### config.mk
export PLATFORM = sky130hd
export DESIGN_NAME = bcd_to_bin_seq_flat
export DESIGN_NICKNAME = d
export VERILOG_FILES = /design/src/rtl/bcd_to_bin_seq_if.sv /design/src/rtl/bcd_to_bin_seq.sv /design/src/flat_wrapper.sv
export SDC_FILE = /design/constraint.sdc
export NUM_CORES = 1
export LEC_CHECK = 0
export CAP_MARGIN = 20
export CORE_MARGIN = 2
export CORE_UTILIZATION = 55
export CTS_CLUSTER_SIZE = 8
export DETAILED_ROUTE_END_ITERATION = 16
export MAX_ROUTING_LAYER = met4
export PLACE_DENSITY = 0.89
export SYNTH_ARGS = -nofsm -noshare
export SYNTH_HDL_FRONTEND = slang
export SYNTH_SLANG_ARGS = --single-unit
### constraint.sdc
create_clock -name clk -period 3.4 [get_ports clk]
set_input_delay 0.68 -clock clk [delete_from_list [all_inputs] [get_ports clk]]
set_output_delay 0.68 -clock clk [all_outputs]
set_load 0.03 [all_outputs]
### src/rtl/bcd_to_bin_seq_if.sv
// Valid/ready bundle for the sequential BCD-to-binary converter.
// The master drives words in and takes results out; the converter is the slave.
interface bcd_to_bin_seq_if #(
    parameter int DIGITS = 4,
    parameter int BIN_W  = 14
);
    logic [4*DIGITS-1:0] bcd_in;
    logic                in_valid;
    logic                in_ready;
    logic [BIN_W-1:0]    bin_out;
    logic                err;
    logic                out_valid;
    logic                out_ready;

    modport master (
        output bcd_in, in_valid, out_ready,
        input  in_ready, bin_out, err, out_valid
    );

    modport slave (
        input  bcd_in, in_valid, out_ready,
        output in_ready, bin_out, err, out_valid
    );
endinterface

### src/rtl/bcd_to_bin_seq.sv
// Multi-digit BCD to binary converter: one digit per clock, MS digit first,
// acc = acc*10 + digit. Any nibble above 9 forces a zero result with err set.
module bcd_to_bin_seq #(
    parameter int DIGITS = 4,
    parameter int BIN_W  = 14
) (
    input  logic            clk,
    input  logic            rst_n,
    bcd_to_bin_seq_if.slave bus
);
    localparam int ACC_W = BIN_W + 4;
    localparam int CNT_W = (DIGITS > 1) ? $clog2(DIGITS) : 1;
    localparam logic [CNT_W-1:0] LAST = CNT_W'(DIGITS - 1);

    typedef enum logic [1:0] {IDLE, CONV, DONE} state_t;

    state_t              state_reg, state_next;
    logic [4*DIGITS-1:0] shift_reg;
    logic [ACC_W-1:0]    acc_reg;
    logic [ACC_W-1:0]    acc_next;
    logic [CNT_W-1:0]    cnt_reg;
    logic                err_flag_reg;
    logic                err_reg;
    logic [BIN_W-1:0]    bin_reg;
    logic [DIGITS-1:0]   nibble_bad;
    logic [3:0]          top_nibble;
    logic                accept;
    logic                last_step;

    genvar gi;
    generate
        for (gi = 0; gi < DIGITS; gi++) begin : g_nib
            assign nibble_bad[gi] = (bus.bcd_in[4*gi +: 4] > 4'd9);
        end
    endgenerate

    assign top_nibble = shift_reg[4*DIGITS-1 -: 4];
    // acc*10 as (acc<<3)+(acc<<1); the 4 spare bits keep the sum from wrapping.
    assign acc_next   = (acc_reg << 3) + (acc_reg << 1) + {{BIN_W{1'b0}}, top_nibble};
    assign accept     = (state_reg == IDLE) && bus.in_valid;
    assign last_step  = (state_reg == CONV) && (cnt_reg == LAST);

    assign bus.in_ready  = (state_reg == IDLE);
    assign bus.out_valid = (state_reg == DONE);
    assign bus.bin_out   = bin_reg;
    assign bus.err       = err_reg;

    always_ff @(posedge clk or negedge rst_n) begin
        if (!rst_n) begin
            state_reg <= IDLE;
        end else begin
            state_reg <= state_next;
        end
    end

    always_comb begin
        state_next = state_reg;
        case (state_reg)
            IDLE:    if (bus.in_valid)  state_next = CONV;
            CONV:    if (last_step)     state_next = DONE;
            DONE:    if (bus.out_ready) state_next = IDLE;
            default: state_next = IDLE;
        endcase
    end

    always_ff @(posedge clk or negedge rst_n) begin
        if (!rst_n) begin
            shift_reg    <= '0;
            acc_reg      <= '0;
            cnt_reg      <= '0;
            err_flag_reg <= 1'b0;
            err_reg      <= 1'b0;
            bin_reg      <= '0;
        end else if (accept) begin
            shift_reg    <= bus.bcd_in;
            acc_reg      <= '0;
            cnt_reg      <= '0;
            err_flag_reg <= |nibble_bad;
        end else if (state_reg == CONV) begin
            acc_reg   <= acc_next;
            shift_reg <= shift_reg << 4;
            cnt_reg   <= cnt_reg + CNT_W'(1);
            if (last_step) begin
                bin_reg <= err_flag_reg ? '0 : acc_next[BIN_W-1:0];
                err_reg <= err_flag_reg;
            end
        end
    end
endmodule

### src/flat_wrapper.sv
// flat-port wrapper written by rule: the top's interface ports become plain ports
module bcd_to_bin_seq_flat 
#(
    parameter int DIGITS = 4,
    parameter int BIN_W  = 14
)
  (clk, rst_n, bus_bcd_in, bus_in_valid, bus_out_ready, bus_in_ready, bus_bin_out, bus_err, bus_out_valid);
  bcd_to_bin_seq_if #(.DIGITS(DIGITS), .BIN_W(BIN_W)) bus_i ();
  input  logic clk;
  input  logic rst_n;
  input wire logic [$bits(bus_i.bcd_in)-1:0] bus_bcd_in;
  input wire logic [$bits(bus_i.in_valid)-1:0] bus_in_valid;
  input wire logic [$bits(bus_i.out_ready)-1:0] bus_out_ready;
  output wire logic [$bits(bus_i.in_ready)-1:0] bus_in_ready;
  output wire logic [$bits(bus_i.bin_out)-1:0] bus_bin_out;
  output wire logic [$bits(bus_i.err)-1:0] bus_err;
  output wire logic [$bits(bus_i.out_valid)-1:0] bus_out_valid;
  assign bus_i.bcd_in = bus_bcd_in;
  assign bus_i.in_valid = bus_in_valid;
  assign bus_i.out_ready = bus_out_ready;
  assign bus_in_ready = bus_i.in_ready;
  assign bus_bin_out = bus_i.bin_out;
  assign bus_err = bus_i.err;
  assign bus_out_valid = bus_i.out_valid;
  bcd_to_bin_seq #(.DIGITS(DIGITS), .BIN_W(BIN_W)) u_core (.clk(clk), .rst_n(rst_n), .bus(bus_i));
endmodule
==> run metrics, run 1 <==
Skew-Pair Late Insertion Delay=about 0.32 ns; routed vias=2203; sequential cell area fraction in the yosys report=0.455; Synth Area in XOR/XNOR=0.0227; DRC Markers=0; Clock Sink Count=49; pin count of the biggest net entering global routing=50; worst slack on hold paths=0.305 ns; Cell Count Post-Placement=between 300 and 400; post-synthesis net count=320; NumNets Final=354; FF-to-FF setup slack=0.81 ns; Setup-failing EPs final=0; Sequential Area=roughly 1200 µm²; Detailed Route WL=5940 µm; IR drop worst, VDD=approximately 0.00054 V; number of buffers between clock root and the deepest sink=2; Post-CTS Resized=0; post-synthesis cell count=approximately 280; number of standard-cell rows in the floorplan=25; Max transition margin=0.433; setup TNS=0 ns; crit path kind=flop to flop; total congestion overflow=0; setup repair after global routing missed its margin=no; number of global-route vias before repair=2308; max-capacitance violation count=0; compound-gate portion of the synthesized area=0.205; Synth warnings=0; area of the mapped netlist=2700 µm²; chip width=74.0 µm; 1st-pass router iterations=5; number of antenna violations at the first check in global routing=0; Post-synth EDFFs=0; iteration-0 DRC count of the detailed router=118; Total Power Consumption=3650 µW; critical path peak fanout=4; total count of hold-check failures in the final report=0; port buffer count=36; Worst-path clk slew=0.10 ns; count of buffers added by post-CTS timing repair for setup=0; number of top-level design ports=37; reg2reg end=u_core.bus.bin_out[10]$_DFFE_PN0P_; commonest non-fill, non-tap cells in the layout=56 x nand2_1, 49 x dfrtp_1, 35 x clkdlybuf4s50_1; portion of the clock cycle consumed by the worst path in the final layout=0.761; H-tree levels=2; fill cell total of the finished layout=between 300 and 400; simple-gate share of the synthesized area=0.160; Pwr Density=~1100 nW/µm²; worst hold path type=input port to async pin; worst clock skew=0.0122 ns; number of cells on the worst reg-to-reg path=8; commonest register cell after synthesis=dfrtp_1; crit path time final=approximately 2.6 ns; wire length of the first global-routing pass=10400 µm; Core Region=between 4000 and 5000 µm²; launching point of the worst reg2reg path=u_core.acc_reg[2]$_DFFE_PN0P_; FFs w/ async S/R, synth=1.00; global-route usage over all layers=0.257; number of routed nets with antenna violations=0; synthesis-to-finish area growth=19.9%; final estimated routing congestion in global placement=0.875; share of post-route cells with drive strength above 1=0.0677; fin cells=377; maximum clock frequency=0.387 GHz; multiplexer share of the synthesized area=0.00418; data arrival time at the worst-slack endpoint=2.85 ns; result of the run=finished clean; fraction of the mapped netlist area in adder cells=0.122; main combinational cell family by area after synthesis=compound AO/OA/AOI/OAI gates; via/cell ratio=5.84; quantity of hold-fixing buffers added after cts=0; actual transition at the worst max-transition pin=0.850 ns; average instance area after synthesis=roughly 9.8 µm²; Starting Density=0.571; chip height=74.0 µm; ANT cells=0; DIE AREA=about 5500 µm²; Worst Path Required=3.67 ns; leakage power total=between 0.0015 and 0.002 µW; flip-flop count of the largest register after layout=16; critical path endpoint category=flop; startpoint type of the worst setup path=flop; synth unique cells=between 40 and 50; CTS root buf=clkbuf_8; number of max-slew violations in the final report=0; TritonCTS clock tree=done; routed length per instance=15.7 µm; DP Wirelength=approximately 4100 µm; synthesis-stage register bit count=between 40 and 50; most frequent standard cell in the layout excluding fill and tap cells=nand2_1; area taken by multi-input logic gates=1390 µm²; number of buffers inserted during clock tree synthesis=5
worst max-delay path, cell delays in order, from the launching register on:
cell and delay [ns]:
dfrtp_1 0.41, inv_1 0.10, fa_1 0.46, fa_1 0.47
nand2b_1 0.21, a21oi_2 0.18, o21bai_1 0.13, a2111oi_0 0.42
a211o_1 0.16
synthesized netlist by cell type (2+ instances only):
cell type   n  area [µm²]
a22o_1      4        35.0
dfrtp_1    49        1230
o2bb2ai_1   3        26.3
a31o_2      2        17.5
a32o_1      2        20.0
o31ai_1     5        37.5
nor3_1      3        15.0
nor2_1      9        33.8
a21o_1      5        37.5
a21oi_1     6        30.0
xnor2_1     4        35.0
a211o_1     2        17.5
a21boi_0    2        15.0
and3_1      3        18.8
a22oi_1    11        82.6
buf_2       2        10.0
fa_1        2        40.0
ha_1       23         288
a21oi_2     3        26.3
nand3_1     6        30.0
nand4_1     3        18.8
xor2_1      3        26.3
nand2_1    56         210
clkbuf_1    8        30.0
o21ai_0    22         110
inv_1       8        30.0
nand2b_1    7        43.8
or3_1       3        18.8
cells by family after synthesis:
kind of cell	Yosys count
xor gates and xnor gates	7
and+or+nand+nor	95
adders and majority gates	25
muxes	1
DFF	49
AOI/OAI and AO/OA	78
buffers and inverters	20
worst max-delay path by stage:
stage,startpoint,endpoint,depth (start not counted)
2_1_floorplan,u_core.acc_reg[0]$_DFFE_PN0P_,u_core.bus.bin_out[10]$_DFFE_PN0P_,8
3_3_place_gp,u_core.acc_reg[0]$_DFFE_PN0P_,u_core.bus.bin_out[9]$_DFFE_PN0P_,9
3_5_place_dp,u_core.acc_reg[2]$_DFFE_PN0P_,u_core.bus.bin_out[10]$_DFFE_PN0P_,8
4_1_cts,u_core.acc_reg[2]$_DFFE_PN0P_,u_core.bus.bin_out[10]$_DFFE_PN0P_,8
5_1_grt,u_core.acc_reg[2]$_DFFE_PN0P_,u_core.bus.bin_out[9]$_DFFE_PN0P_,9
6_report,u_core.acc_reg[2]$_DFFE_PN0P_,u_core.bus.bin_out[10]$_DFFE_PN0P_,8
cell type report:
cell class / instances / area share
Multi-Input combinational cell: 206 / 0.429
Sequential cell: 49 / 0.379
Timing Repair Buffer: 39 / 0.121
Tap cell: 67 / 0.0259
Clock buffer: 5 / 0.0213
Clock inverter: 3 / 0.0147
Inverter: 8 / 0.00929
power by group:
part           switching, µW  internal [µW]
clock                    218            225
combinational           1280            882
sequential               194            856
metal layers:
layer  share of wire  up-vias  global-route usage
li1                -     1052                   -
met2            0.50       71               0.419
met4           0.018        0              0.0970
met1            0.44     1069               0.318
met5               0        -                   -
met3           0.049       11              0.0488
through the flow:
step	worst slack [ns]	utilization	area, µm²
after floorplan	1.02	-	2700
after global placement	0.951	0.655	3100
after detailed placement	0.856	0.655	3100
after CTS	0.818	0.680	3210
after global routing	0.648	0.684	3230
final	0.813	0.684	3230
Note: power is estimated with default switching activity, not from simulation.
==> run 2, diff against run 1 <==
==> constraint.sdc (replaced) <==
create_clock -name clk -period 2.5 [get_ports clk]
set_input_delay 0.5 -clock clk [delete_from_list [all_inputs] [get_ports clk]]
set_output_delay 0.5 -clock clk [all_outputs]
set_load 0.03 [all_outputs]
==> run metrics, run 2 (same netlist as run 1, synthesis figures left out) <==
Max transition margin=0.602; setup repair after global routing missed its margin=yes; Top Family by Delay on Critical Path=adder cells; share of power burned in the clock network=0.099; DIE AREA=5480 µm²; Worst Path Required=2.70 ns; chip height=74.0 µm; global-route track usage on met1=0.302; most frequent standard cell in the layout excluding fill and tap cells=nand2_1; Worst-path clk slew=about 0.090 ns; number of standard-cell rows in the floorplan=25; global-route usage over all layers=0.255; crit path time final=2.55 ns; Setup-failing EPs final=4; chip width=between 70 and 80 µm; synthesis-to-finish area growth=22.5%; crit path kind=flop to flop; post-detailed-placement cell area=3130 µm²; leakage power total=0.00155 µW; switching power=2390 µW; number of top-level design ports=37; number of antenna violations at the first check in global routing=0; quantity of hold-fixing buffers added after cts=0; critical path endpoint category=flop; post-route cell area=3300 µm²; startpoint type of the worst setup path=flop; register share of total power=0.281; Clock Sink Count=49; final estimated routing congestion in global placement=~0.89; Core Region=4720 µm²; actual transition at the worst max-transition pin=0.598 ns; cells along the critical path=inv_2, fa_1, inv_1, ha_1, a21o_1, nand4_1, a21oi_2, or3_4, a32o_1; DP Wirelength=roughly 4300 µm; DRC Markers=0; data arrival time at the worst-slack endpoint=2.76 ns; flip-flop count of the largest register after layout=16; port buffer count=36; portion of the clock cycle consumed by the worst path in the final layout=1.02; result of the run=finished, violations left; worst clock skew=approximately 0.0096 ns; Cell Count Post-Placement=about 370; worst hold path type=input port to async pin; number of buffer and inverter instances along the worst setup path=2; Starting Density=0.571; number of max-slew violations in the final report=0; via/cell ratio=5.89; number of routed nets with antenna violations=0; Pwr Density=1550 nW/µm²; ANT cells=0; largest incremental delay on the critical path=~0.59 ns; met3 global-route usage=0.0501; iteration-0 DRC count of the detailed router=238; share of post-route cells with drive strength above 1=0.123; worst-case setup slack after placement=-0.0425 ns; fraction of power spent switching nets=0.468; maximum clock frequency=0.392 GHz; CTS root buf=clkbuf_8; Skew-Pair Late Insertion Delay=0.31 ns; max-capacitance violation count=0; Detailed Route WL=6270 µm; critical path peak fanout=4; H-tree levels=2; slowest cell on the critical path=fa_1; number of buffers inserted during clock tree synthesis=5; TritonCTS clock tree=done; fin cells=383; number of global-route vias before repair=2313; total count of hold-check failures in the final report=0; NumNets Final=360; 1st-pass router iterations=4; pin count of the biggest net entering global routing=50; commonest non-fill, non-tap cells in the layout=55 x nand2_1, 49 x dfrtp_1, 35 x clkdlybuf4s50_1; PnR worst setup slack=-0.0513 ns; number of buffers between clock root and the deepest sink=2; Total Power Consumption=5110 µW; violated checks=setup timing; worst slack on hold paths=0.266 ns; GR peak layer=met2; total congestion overflow=0; Power Internal=2720 µW; wire length of the first global-routing pass=10300 µm; met2 routing resource usage after global routing=0.415; Comb power frac=0.620; IR drop worst, VDD=around 0.0008 V; routed length per instance=16.4 µm; routed vias=2257
==> run 2: cell count changes in the layout (fill, tap and decap cells not counted), moves of 2 or more <==
cell     before  now
inv_1         8    6
a21oi_1       6    4
or3_4         0    2
inv_2         0    2
buf_4         2    9
or3_1         3    1
==> run 2: path summary, 6_finish.rpt <==
| path | slack, ns | endpoint | cells past startpoint | start |
|---|---|---|---|---|
| worst max-delay path | -0.05 | u_core.bus.bin_out[9]$_DFFE_PN0P_ | 9 | u_core.acc_reg[0]$_DFFE_PN0P_ |
| worst min-delay path | 0.27 | u_core.acc_reg[6]$_DFFE_PN0P_ | 2 | rst_n |
| worst max register to register | -0.05 | u_core.bus.bin_out[9]$_DFFE_PN0P_ | 9 | u_core.acc_reg[0]$_DFFE_PN0P_ |
| worst min register to register | 0.48 | u_core.shift_reg[9]$_DFFE_PN0P_ | 2 | u_core.shift_reg[9]$_DFFE_PN0P_ |
| max in group asynchronous | 1.82 | u_core.bus.bin_out[2]$_DFFE_PN0P_ | 2 | rst_n |
| min in group clk | 0.48 | u_core.shift_reg[9]$_DFFE_PN0P_ | 2 | u_core.shift_reg[9]$_DFFE_PN0P_ |
==> run 2: through the flow <==
step	TNS (ns)	utilization
3_5_place_dp	-0.0668	0.662
5_1_grt	-0.642	0.699
6_report	-0.162	0.699
2_1_floorplan	0	-
3_3_place_gp	0	0.662
4_1_cts	0	0.687
==> run 2: power groups by stage <==
stage	Sequential (µW)	Clock, µW	Combinational, µW
finish	1440	508	3170
global route	1480	541	3510
CTS	1430	510	2990
detailed placement	1440	0	2940
global placement	1420	0	2830
floorplan	1550	0	2000
==> run 2: layout make-up <==
| cell class | instances | area (µm²) |
|---|---|---|
| clock buffer | 6 | 82.6 |
| clock inverter | 2 | 17.5 |
| fill | 341 | 1420 |
| inverter | 8 | 30.0 |
| multi-input combinational | 206 | 1440 |
| sequential | 49 | 1230 |
| tap | 67 | 83.8 |
| timing repair buffer | 45 | 423 |
==> run 2: timing repair <==
item                       in CTS  in global routing
setup buffers                   1                  2
resized for setup               5                 11
setup endpoints to repair       6                  7
pin swaps                       7                  8
==> run 2: routing by layer <==
metal	part of all wire	wire, µm
met1	0.42	2610
met4	0.024	153
met5	0	0
met2	0.51	3210
met3	0.048	298
==> run 2: worst reg2reg max path, cell delays in order (launching register included) <==
cell and delay [ns]:
dfrtp_1 0.37, inv_2 0.05, fa_1 0.59, inv_1 0.07, ha_1 0.27, a21o_1 0.19, nand4_1 0.20, a21oi_2 0.11
or3_4 0.35, a32o_1 0.25
==> run 3, diff against run 2 <==
--- a/config.mk
+++ b/config.mk
@@ -6,12 +6,13 @@
 export NUM_CORES = 1
 export LEC_CHECK = 0
 export CAP_MARGIN = 20
-export CORE_MARGIN = 2
-export CORE_UTILIZATION = 55
+export CORE_UTILIZATION = 60
 export CTS_CLUSTER_SIZE = 8
 export DETAILED_ROUTE_END_ITERATION = 16
+export DONT_BUFFER_PORTS = 1
+export HOLD_SLACK_MARGIN = 0.06
 export MAX_ROUTING_LAYER = met4
-export PLACE_DENSITY = 0.89
+export PLACE_DENSITY = 0.85
 export SYNTH_ARGS = -nofsm -noshare
 export SYNTH_HDL_FRONTEND = slang
 export SYNTH_SLANG_ARGS = --single-unit
==> run metrics, run 3 (same netlist as run 1, synthesis figures left out) <==
DP Wirelength=3960 µm; Core Region=4320 µm²; ANT cells=0; commonest non-fill, non-tap cells in the layout=56 x nand2_1, 49 x dfrtp_1, 23 x ha_1; Worst-path clk slew=0.09 ns; most frequent standard cell in the layout excluding fill and tap cells=nand2_1; number of buffers between clock root and the deepest sink=2; number of routed nets with antenna violations=0; 1st-pass router iterations=4; port buffer count=0; final core occ=0.681; number of global-route vias before repair=2100; H-tree levels=2; post-detailed-placement cell area=2740 µm²; Starting Density=0.624; data arrival time at the worst-slack endpoint=2.69 ns; Max transition margin=0.456; routed vias=about 2100; worst clock skew=0.00415 ns; worst hold path type=input port to flop; Worst Path Required=2.69 ns; routed length per instance=17.3 µm; number of antenna violations at the first check in global routing=0; pin count of the biggest net entering global routing=50; wire length of the first global-routing pass=9380 µm; DRC Markers=0; actual transition at the worst max-transition pin=0.812 ns; critical path endpoint category=flop; max-capacitance violation count=0; post-route cell area=between 2000 and 3000 µm²; Setup-failing EPs final=0; number of buffers inserted during clock tree synthesis=5; number of standard-cell rows in the floorplan=24; worst slack on hold paths=about 0.31 ns; DIE AREA=4770 µm²; synthesis-to-finish area growth=9.19%; crit path time final=2.50 ns; startpoint type of the worst setup path=flop; critical path peak fanout=4; iteration-0 DRC count of the detailed router=165; Detailed Route WL=5720 µm; portion of the clock cycle consumed by the worst path in the final layout=1.00; share of post-route cells with drive strength above 1=0.122; result of the run=finished clean; final estimated routing congestion in global placement=0.925; number of max-slew violations in the final report=0; setup TNS=0 ns; global-route usage over all layers=0.254; maximum clock frequency=between 0.4 and 0.5 GHz; Skew-Pair Late Insertion Delay=0.30 ns; flip-flop count of the largest register after layout=16; NumNets Final=324; number of top-level design ports=37; via/cell ratio=6.32; CTS root buf=clkbuf_8; setup repair after global routing missed its margin=yes; crit path kind=flop to flop; chip width=69.0 µm; TritonCTS clock tree=done; Clock Sink Count=a little under 50; total count of hold-check failures in the final report=0; total congestion overflow=0; chip height=69.0 µm
==> run 3: path summary, 6_finish.rpt <==
kind / from / end / slack, ns / depth (start not counted)
max: u_core.acc_reg[0]$_DFFE_PN0P_ / u_core.bus.bin_out[9]$_DFFE_PN0P_ / 0.0006 / 9
min: bus_bcd_in[0] / u_core.shift_reg[0]$_DFFE_PN0P_ / 0.31 / 2
max reg2reg: u_core.acc_reg[0]$_DFFE_PN0P_ / u_core.bus.bin_out[9]$_DFFE_PN0P_ / 0.0006 / 9
min reg2reg: u_core.shift_reg[10]$_DFFE_PN0P_ / u_core.shift_reg[10]$_DFFE_PN0P_ / 0.48 / 2
max in group asynchronous: rst_n / u_core.acc_reg[11]$_DFFE_PN0P_ / 1.59 / 2
min in group asynchronous: rst_n / u_core.bus.bin_out[5]$_DFFE_PN0P_ / 0.69 / 2
==> run 3: area by class of cell <==
cell class                      count  area [µm²]
Inverter                            8        30.0
Clock inverter                      1        7.51
Fill cell                         343        1380
Tap cell                           52        65.1
Multi-Input combinational cell    206        1440
Clock buffer                        6        82.6
Timing Repair Buffer                9        90.1
Sequential cell                    49        1230
==> run 3: per-layer routing <==
layer	up-vias	GRT usage	wire, µm
met5	-	-	0
met4	0	0.104	120
li1	994	-	-
met2	72	0.407	2810
met1	1012	0.311	2370
met3	14	0.0599	416
==> run 3: through the flow <==
step           cells  worst slack, ns
3_3_place_gp     319           0.0556
3_5_place_dp     319          -0.0235
4_1_cts          328          0.00101
2_1_floorplan    275            0.117
5_1_grt          331          -0.0851
6_report         331         0.000635
==> run 3: repair_timing <==
action	CTS	global route
endpoints found under the setup margin	5	8
resized for setup	2	13
endpoints found under the hold margin	49	0
setup buffers	0	3
hold buffers	2	0
pin swaps	2	8
==> run 3: critical path, cell delays in order (launching register included) <==
cell	delay, ns
dfrtp_1	0.38
inv_2	0.06
fa_1	0.57
inv_1	0.06
ha_1	0.26
a21o_1	0.16
nand4_1	0.17
a21oi_1	0.11
or3_1	0.34
a32o_1	0.28
Power of run 3 is not shown: default switching activity piles up to over one toggle a cycle in this logic, so the estimate is an artifact.
